## config.mk

```make
export PLATFORM = sky130hd
export DESIGN_NAME = lock_controller
export DESIGN_NICKNAME = d
export VERILOG_FILES = /design/src/rtl/lock_controller.sv
export SDC_FILE = /design/constraint.sdc
export NUM_CORES = 1
export LEC_CHECK = 0
export CORE_UTILIZATION = 30
export CTS_CLUSTER_SIZE = 14
export DETAILED_ROUTE_END_ITERATION = 10
export DONT_BUFFER_PORTS = 1
export PLACE_DENSITY = 0.52
export SYNTH_ARGS = -nofsm -noshare
export SYNTH_HDL_FRONTEND = slang
export SYNTH_SLANG_ARGS = --single-unit
```

## constraint.sdc

```tcl
create_clock -name hwclk -period 2.8 [get_ports hwclk]
set_input_delay 0.28 -clock hwclk [delete_from_list [all_inputs] [get_ports hwclk]]
set_output_delay 0.28 -clock hwclk [all_outputs]
set_load 0.05 [all_outputs]
```

## src/rtl/lock_controller.sv

```systemverilog
// Digital-lock sequencer: gathers keypad digits, checks or reprograms the stored code,
// and requests error / programming-success blinks from the downstream LED blinker.
module lock_controller #(
  parameter int unsigned               CODE_LEN       = 4,
  parameter int unsigned               DIGIT_W        = 4,
  parameter logic [CODE_LEN*DIGIT_W-1:0] DEFAULT_CODE = 16'h1234,
  parameter logic [31:0]               TIMEOUT_CYCLES = 32'd120000000
) (
  input  logic               hwclk,
  input  logic               reset,
  input  logic               digit_valid,
  input  logic [DIGIT_W-1:0] digit,
  input  logic               prog_mode,
  input  logic               lock,
  input  logic               done_blinking,
  output logic               start_blinking,
  output logic               blinkType,
  output logic               unlocked,
  output logic [1:0]         state_dbg
);

  localparam int unsigned CODE_W = CODE_LEN * DIGIT_W;
  localparam int unsigned CNT_W  = $clog2(CODE_LEN + 1);

  typedef enum logic [1:0] {
    IDLE       = 2'd0,
    COLLECT    = 2'd1,
    CHECK      = 2'd2,
    BLINK_WAIT = 2'd3
  } state_t;

  state_t              state;
  logic [CODE_W-1:0]   code_reg;
  logic [CODE_W-1:0]   entry;
  logic [CNT_W-1:0]    count;
  logic [31:0]         timer;
  logic                blink_acked;

  logic [CODE_W-1:0]   entry_shift;
  logic                last_digit;
  logic                timer_expired;

  // Shift form avoids an out-of-range slice when CODE_LEN is 1.
  assign entry_shift   = (entry << DIGIT_W) | CODE_W'(digit);
  assign last_digit    = (count == CNT_W'(CODE_LEN - 1));
  assign timer_expired = (timer == TIMEOUT_CYCLES - 32'd1);
  assign state_dbg     = state;

  always_ff @(posedge hwclk) begin
    if (reset) begin
      state          <= IDLE;
      code_reg       <= DEFAULT_CODE;
      entry          <= '0;
      count          <= '0;
      timer          <= '0;
      blink_acked    <= 1'b0;
      start_blinking <= 1'b0;
      blinkType      <= 1'b0;
      unlocked       <= 1'b0;
    end else begin
      start_blinking <= 1'b0;
      case (state)
        IDLE: begin
          if (lock) begin
            unlocked <= 1'b0;
          end else if (digit_valid) begin
            entry <= entry_shift;
            count <= CNT_W'(1);
            timer <= '0;
            state <= last_digit ? CHECK : COLLECT;
          end
        end

        COLLECT: begin
          if (lock) unlocked <= 1'b0;
          if (digit_valid) begin
            entry <= entry_shift;
            count <= count + CNT_W'(1);
            timer <= '0;
            if (last_digit) state <= CHECK;
          end else if (timer_expired) begin
            entry <= '0;
            count <= '0;
            timer <= '0;
            state <= IDLE;
          end else begin
            timer <= timer + 32'd1;
          end
        end

        CHECK: begin
          if (unlocked && prog_mode) begin
            code_reg       <= entry;
            blinkType      <= 1'b1;
            start_blinking <= 1'b1;
            state          <= BLINK_WAIT;
          end else if (entry == code_reg) begin
            unlocked <= 1'b1;
            state    <= IDLE;
          end else begin
            unlocked       <= 1'b0;
            blinkType      <= 1'b0;
            start_blinking <= 1'b1;
            state          <= BLINK_WAIT;
          end
          entry       <= '0;
          count       <= '0;
          timer       <= '0;
          blink_acked <= 1'b0;
        end

        BLINK_WAIT: begin
          if (lock) unlocked <= 1'b0;
          // Watchdog covers a blinker that never drops or never raises done_blinking.
          if (timer_expired) begin
            timer <= '0;
            state <= IDLE;
          end else begin
            timer <= timer + 32'd1;
            if (!blink_acked) begin
              if (!done_blinking) blink_acked <= 1'b1;
            end else if (done_blinking) begin
              timer <= '0;
              state <= IDLE;
            end
          end
        end

        default: state <= IDLE;
      endcase
    end
  end

endmodule
```

After elaboration in Yosys (flattened, before gate mapping)
Cells that the tools add are included.
Widths: inputs -> output; s select.
{"block": "classes", "addsub": 2, "n_eq_ne": 16, "mux": 42, "bitwise_logic": 2, "n_reduce_logical": 13}
{"operator": "$mux 32", "n": 7}
{"operator": "$pmux 32 s4", "n": 1}
{"operator": "$mux 16", "n": 4}
{"operator": "$pmux 16 s3", "n": 1}
{"operator": "$add 32x1->32 const B", "n": 1}
{"operator": "$eq 32x27->1 const B", "n": 1}
{"operator": "$mux 2", "n": 11}
{"operator": "$eq 16x16->1", "n": 1}
{"operator": "$or 16x4->16", "n": 1}
{"operator": "$mux 3", "n": 4}
{"operator": "$ne 3x3->1 const B", "n": 4}
{"operator": "$mux 1", "n": 10}
{"operator": "$ne 2x2->1 const B", "n": 5}
{"operator": "$reduce_and 2->1", "n": 5}
{"operator": "$pmux 3 s3", "n": 1}
{"operator": "$pmux 2 s4", "n": 1}
{"operator": "$reduce_and 6->1", "n": 1}
{"operator": "$eq 2x2->1 const B", "n": 2}
{"operator": "$pmux 1 s2", "n": 2}
{"operator": "$reduce_and 4->1", "n": 1}
{"operator": "$add 3x1->3 const B", "n": 1}
{"operator": "$eq 3x2->1 const B", "n": 1}
{"operator": "$reduce_bool 3->1", "n": 1}
{"operator": "$reduce_or 3->1", "n": 1}
{"operator": "other kinds (7)", "n": 7}
{"block": "totals", "register_bits": 73, "input_bits": 10, "elab_cells": 84}

Longest topological paths before layout
{"block": "depth", "ltp_word": 5, "depth_mapped": 9, "depth_no_buf": 7}

Worst setup path before layout
No wires, ideal clock.
{"block": "synth_timing", "kind": "register -> register", "from": "reg state[0] (netlist: state_dbg[0])", "to": "reg timer[22]", "setup_time_ns": 0.114, "arrival_ns": 2.217, "required_time_ns": 2.686, "slack_ns": 0.469, "path_stages_with_launch": 9, "path_buffers": 1, "path_cell_list": "dfxtp_1 inv_1 ha_1 a211oi_1 and3_1 clkbuf_1 nand3_1 xor2_1 nor2_1"}
{"block": "synth_via", "elab_chain_len": 3, "word_cells_on_any_way": 8, "cone_classes": "eq/ne: 5; mux: 1; reduce/logical: 2"}
{"item": "start: declaration", "line": "32", "source": "state_t state;"}
{"item": "start signal: assignment", "line": "70", "source": "state <= last_digit ? CHECK : COLLECT;"}
{"item": "$logic_not 2->1", "line": "62", "source": "case (state)"}
{"item": "$ne 2x2->1 (no line)"}
{"item": "$reduce_and 2->1 (no line)"}
{"item": "end signal: assignment", "line": "87", "source": "timer <= timer + 32'd1;"}
{"item": "end signal: assignment", "line": "119", "source": "timer <= timer + 32'd1;"}
{"item": "end: declaration", "line": "36", "source": "logic [31:0] timer;"}
Several ways; a longest one is shown, not always the timed one.
A chain may end at the register's enable or synchronous reset.

Worst setup path in the final report
{"block": "layout_timing", "from": "reg timer[7]", "to": "reg timer[13]"}
{"block": "layout_via", "elab_chain_len": 5, "word_cells_on_any_way": 8, "cone_classes": "add/sub: 1; eq/ne: 1; mux: 6"}
{"item": "$add 32x1->32", "line": "87, 119"}
{"item": "$mux 32", "line": "122", "source": "end else if (done_blinking) begin"}
{"item": "$mux 32", "line": "120", "source": "if (!blink_acked) begin"}
{"item": "$mux 32", "line": "115", "source": "if (timer_expired) begin"}
{"item": "$pmux 32 s4 *", "line": "62"}
Mark *: on every way between the ends. The rest lies on a longest branch, timed or not.

==> metrics.md <==
| Metric | Value |
|---|---|
| Status | `finished clean` |
| Fraction of layout cells with a size suffix above 1 | `0.0800` |
| Register area | `1460 um^2` |
| Sw power | `0.578 mW` |
| Syn Nets | `434` |
| Combinational power share | `0.080` |
| Layout Nets | `438` |
| Vias post-DR | `2809` |
| Vias in the first global route | `2745` |
| Clock Pin Slew Worst Setup and Hold Paths | `60 ps` |
| Total grt overflow | `0` |
| CTS Buffer Depth | `2` |
| Critical path data required time | `3000 ps` |
| Width of the die | `110 um` |
| Routed length per placed instance | `13.4 um` |
| Area growth syn-to-layout | `13.5%` |
| DRT Pass-1 Iters | `5` |
| Crit share post-route | `0.857` |
| Synth top area cells | `dfxtp_1 42%, xor2_1 6.5%, nand2_1 6.1%` |
| Die height | `110 um` |
| Initial core utilization | `0.308` |
| Synth cell count leaders | `73 x dfxtp_1, 57 x nand2_1, 37 x nor2_1` |
| Lkg Pwr | `1.37 nW` |
| Metal3 WL | `244 um` |
| Worst Max-Slew Pin Slew | `672 ps` |
| Synthesized cell area | `3510 um^2` |
| Worst skew pair latency | `330 ps` |
| Num CTS Buffers | `9` |
| CTS resizes | `0` |
| Inst Count DP | `551` |
| Biggest area consumer among synthesized cells | `dfxtp_1` |
| GRT Util Overall | `0.143` |
| Antenna Cells | `0` |
| Sw Ratio | `0.231` |
| Multi-input logic area | `1910 um^2` |
| Largest net degree at the start of global routing | `47` |
| Crit-path max FO | `22` |
| Final slew viol count | `0` |
| Seq cells post-synth | `73` |
| Gate Count Post-Synth | `417` |
| Met2 routed wirelength | `3440 um` |
| P per Cell Area | `628 nW/um^2` |
| Clock Tree Root | `clkbuf_16` |
| Ys async rst share | `0` |
| Startpoint class of the critical path | `flip-flop` |
| Uppermost layer routed | `met4` |
| Antenna Nets Post-Route | `0` |
| Setup_tns | `0 ps` |
| IO Count | `15` |
| TritonCTS clock tree | `yes` |
| Setup Buffers After CTS | `0` |
| Drt drc | `0` |
| # setup viols final | `0` |
| Via/cell ratio | `4.95` |
| Critical path class | `reg2reg` |
| Top cell type's share of synthesized area | `0.416` |
| RSZ-0062 raised after global routing | `no` |
| Sequential cell area fraction in the yosys report | `0.416` |
| Worst Skew | `6.90 ps` |
| Die Footprint | `12200 um^2` |
| Global-route wire length before repair | `13300 um` |
| Yosys cell types | `46` |
| Non-Filler Instances | `568` |
| Hold crit path type | `in2reg` |
| Hold buffers post-CTS | `2` |
| I/O Buffers | `0` |
| FMAX | `0.417 GHz` |
| H-Tree Depth | `3` |
| Fill cell count | `1204` |
| Clock share of power | `0.491` |
| Max reg flops | `32` |
| Sequential share of power | `0.429` |
| Site Rows | `39` |
| Post-DP HPWL | `5210 um` |
| Hold Slack | `14.1 ps` |
| Initial DRC Count | `164` |
| Number of synthesized flops with an enable pin | `0` |
| Routability cong. | `0.769` |
| Synth warn | `0` |
| Period minus WS final | `2400 ps` |
| Worst path arrival time | `2600 ps` |
| Final Hold Fails | `0` |
| Max cap viols | `0` |
| Routed WL | `7630 um` |
| Critical path capture point type | `flip-flop` |
| Initial antenna violation count | `0` |
| P_int | `1.93 mW` |
| WL met1 | `3800 um` |
| Peak supply drop | `0.337 mV` |
| Most used DFF post-synth | `dfxtp_1` |
| Max_slew headroom | `0.550` |
| Pwr Total | `2.50 mW` |
| Sinks on Clock Net | `73` |
| Mean Syn Cell Area | `8.43 um^2` |
| Core area | `11400 um^2` |
| Count leader, synth | `dfxtp_1` |
==> critical path: stages (launching register included) <==
cell     delay [ps]
dfxtp_1         390
nand3_2         130
or4_4           520
nor4_4          330
or2_0           340
a21o_2          450
nor2_1          100
==> placed cells by master, fill, tap and decap left out, types with 3 or more instances in the layout <==
cell and count:
o21ai_1 3, nand2_1 57, nand3b_1 6, nor4_1 9, nand2b_1 21, nor2_1 37
and2_1 3, xnor2_1 11, mux2i_1 3, nand3_1 34, inv_1 7, clkbuf_16 9
nand4_1 10, o21ai_0 16, nor4b_1 4, and3_1 9, a221o_1 3, a21oi_1 23
buf_4 10, nor3_1 3, dfxtp_1 73, ha_1 7, xor2_1 26, a31oi_1 5
or3_1 4
==> cells by family after synthesis <==
kind of cell,share of synthesized area
buffers and inverters,0.0417
DFF,0.416
and+or+nand+nor,0.308
xor gates and xnor gates,0.0922
muxes,0.0117
adders and majority gates,0.0249
AOI/OAI and AO/OA,0.106
==> power by group through the flow <==
stage               registers (mW)  clock network (mW)  logic [mW]
detailed placement            1.10                   0       0.196
CTS                           1.07                1.26       0.201
floorplan                     1.10                   0       0.171
global placement              1.10                   0       0.193
global route                  1.08                1.30       0.224
finish                        1.07                1.23       0.200
==> per-layer routing <==
metal	up-vias	global-route usage
met1	1311	0.188
met4	0	0.0620
li1	1460	-
met3	11	0.0359
met5	-	0
met2	27	0.221
==> path summary, 6_finish.rpt <==
| kind | to | cells past startpoint | startpoint | slack, ps |
|---|---|---|---|---|
| worst min register to register | code_reg[0] | 2 | code_reg[0] | 460 |
| worst max register to register | timer[13] | 6 | timer[7] | 400 |
| worst min-delay path | blinkType | 1 | reset | 10 |
| worst max-delay path | timer[13] | 6 | timer[7] | 400 |
==> stage by stage <==
stage | util | worst slack (ps) | instance area (um^2)
after global placement | 0.320 | 452 | 3650
final | 0.349 | 399 | 3990
after floorplan | - | 469 | 3510
after CTS | 0.349 | 378 | 3990
after detailed placement | 0.320 | 386 | 3650
after global routing | 0.349 | 211 | 3990
==> final cells by class <==
cell class              count  share of cell area
clock buffers              11              0.0609
clock inverters             4              0.0191
well taps                 143              0.0449
flip-flops and latches     73               0.366
inverters                   7             0.00659
multi-input cells         318               0.478
repair buffers             12              0.0238
No activity file was read; power rests on OpenSTA's default activity.
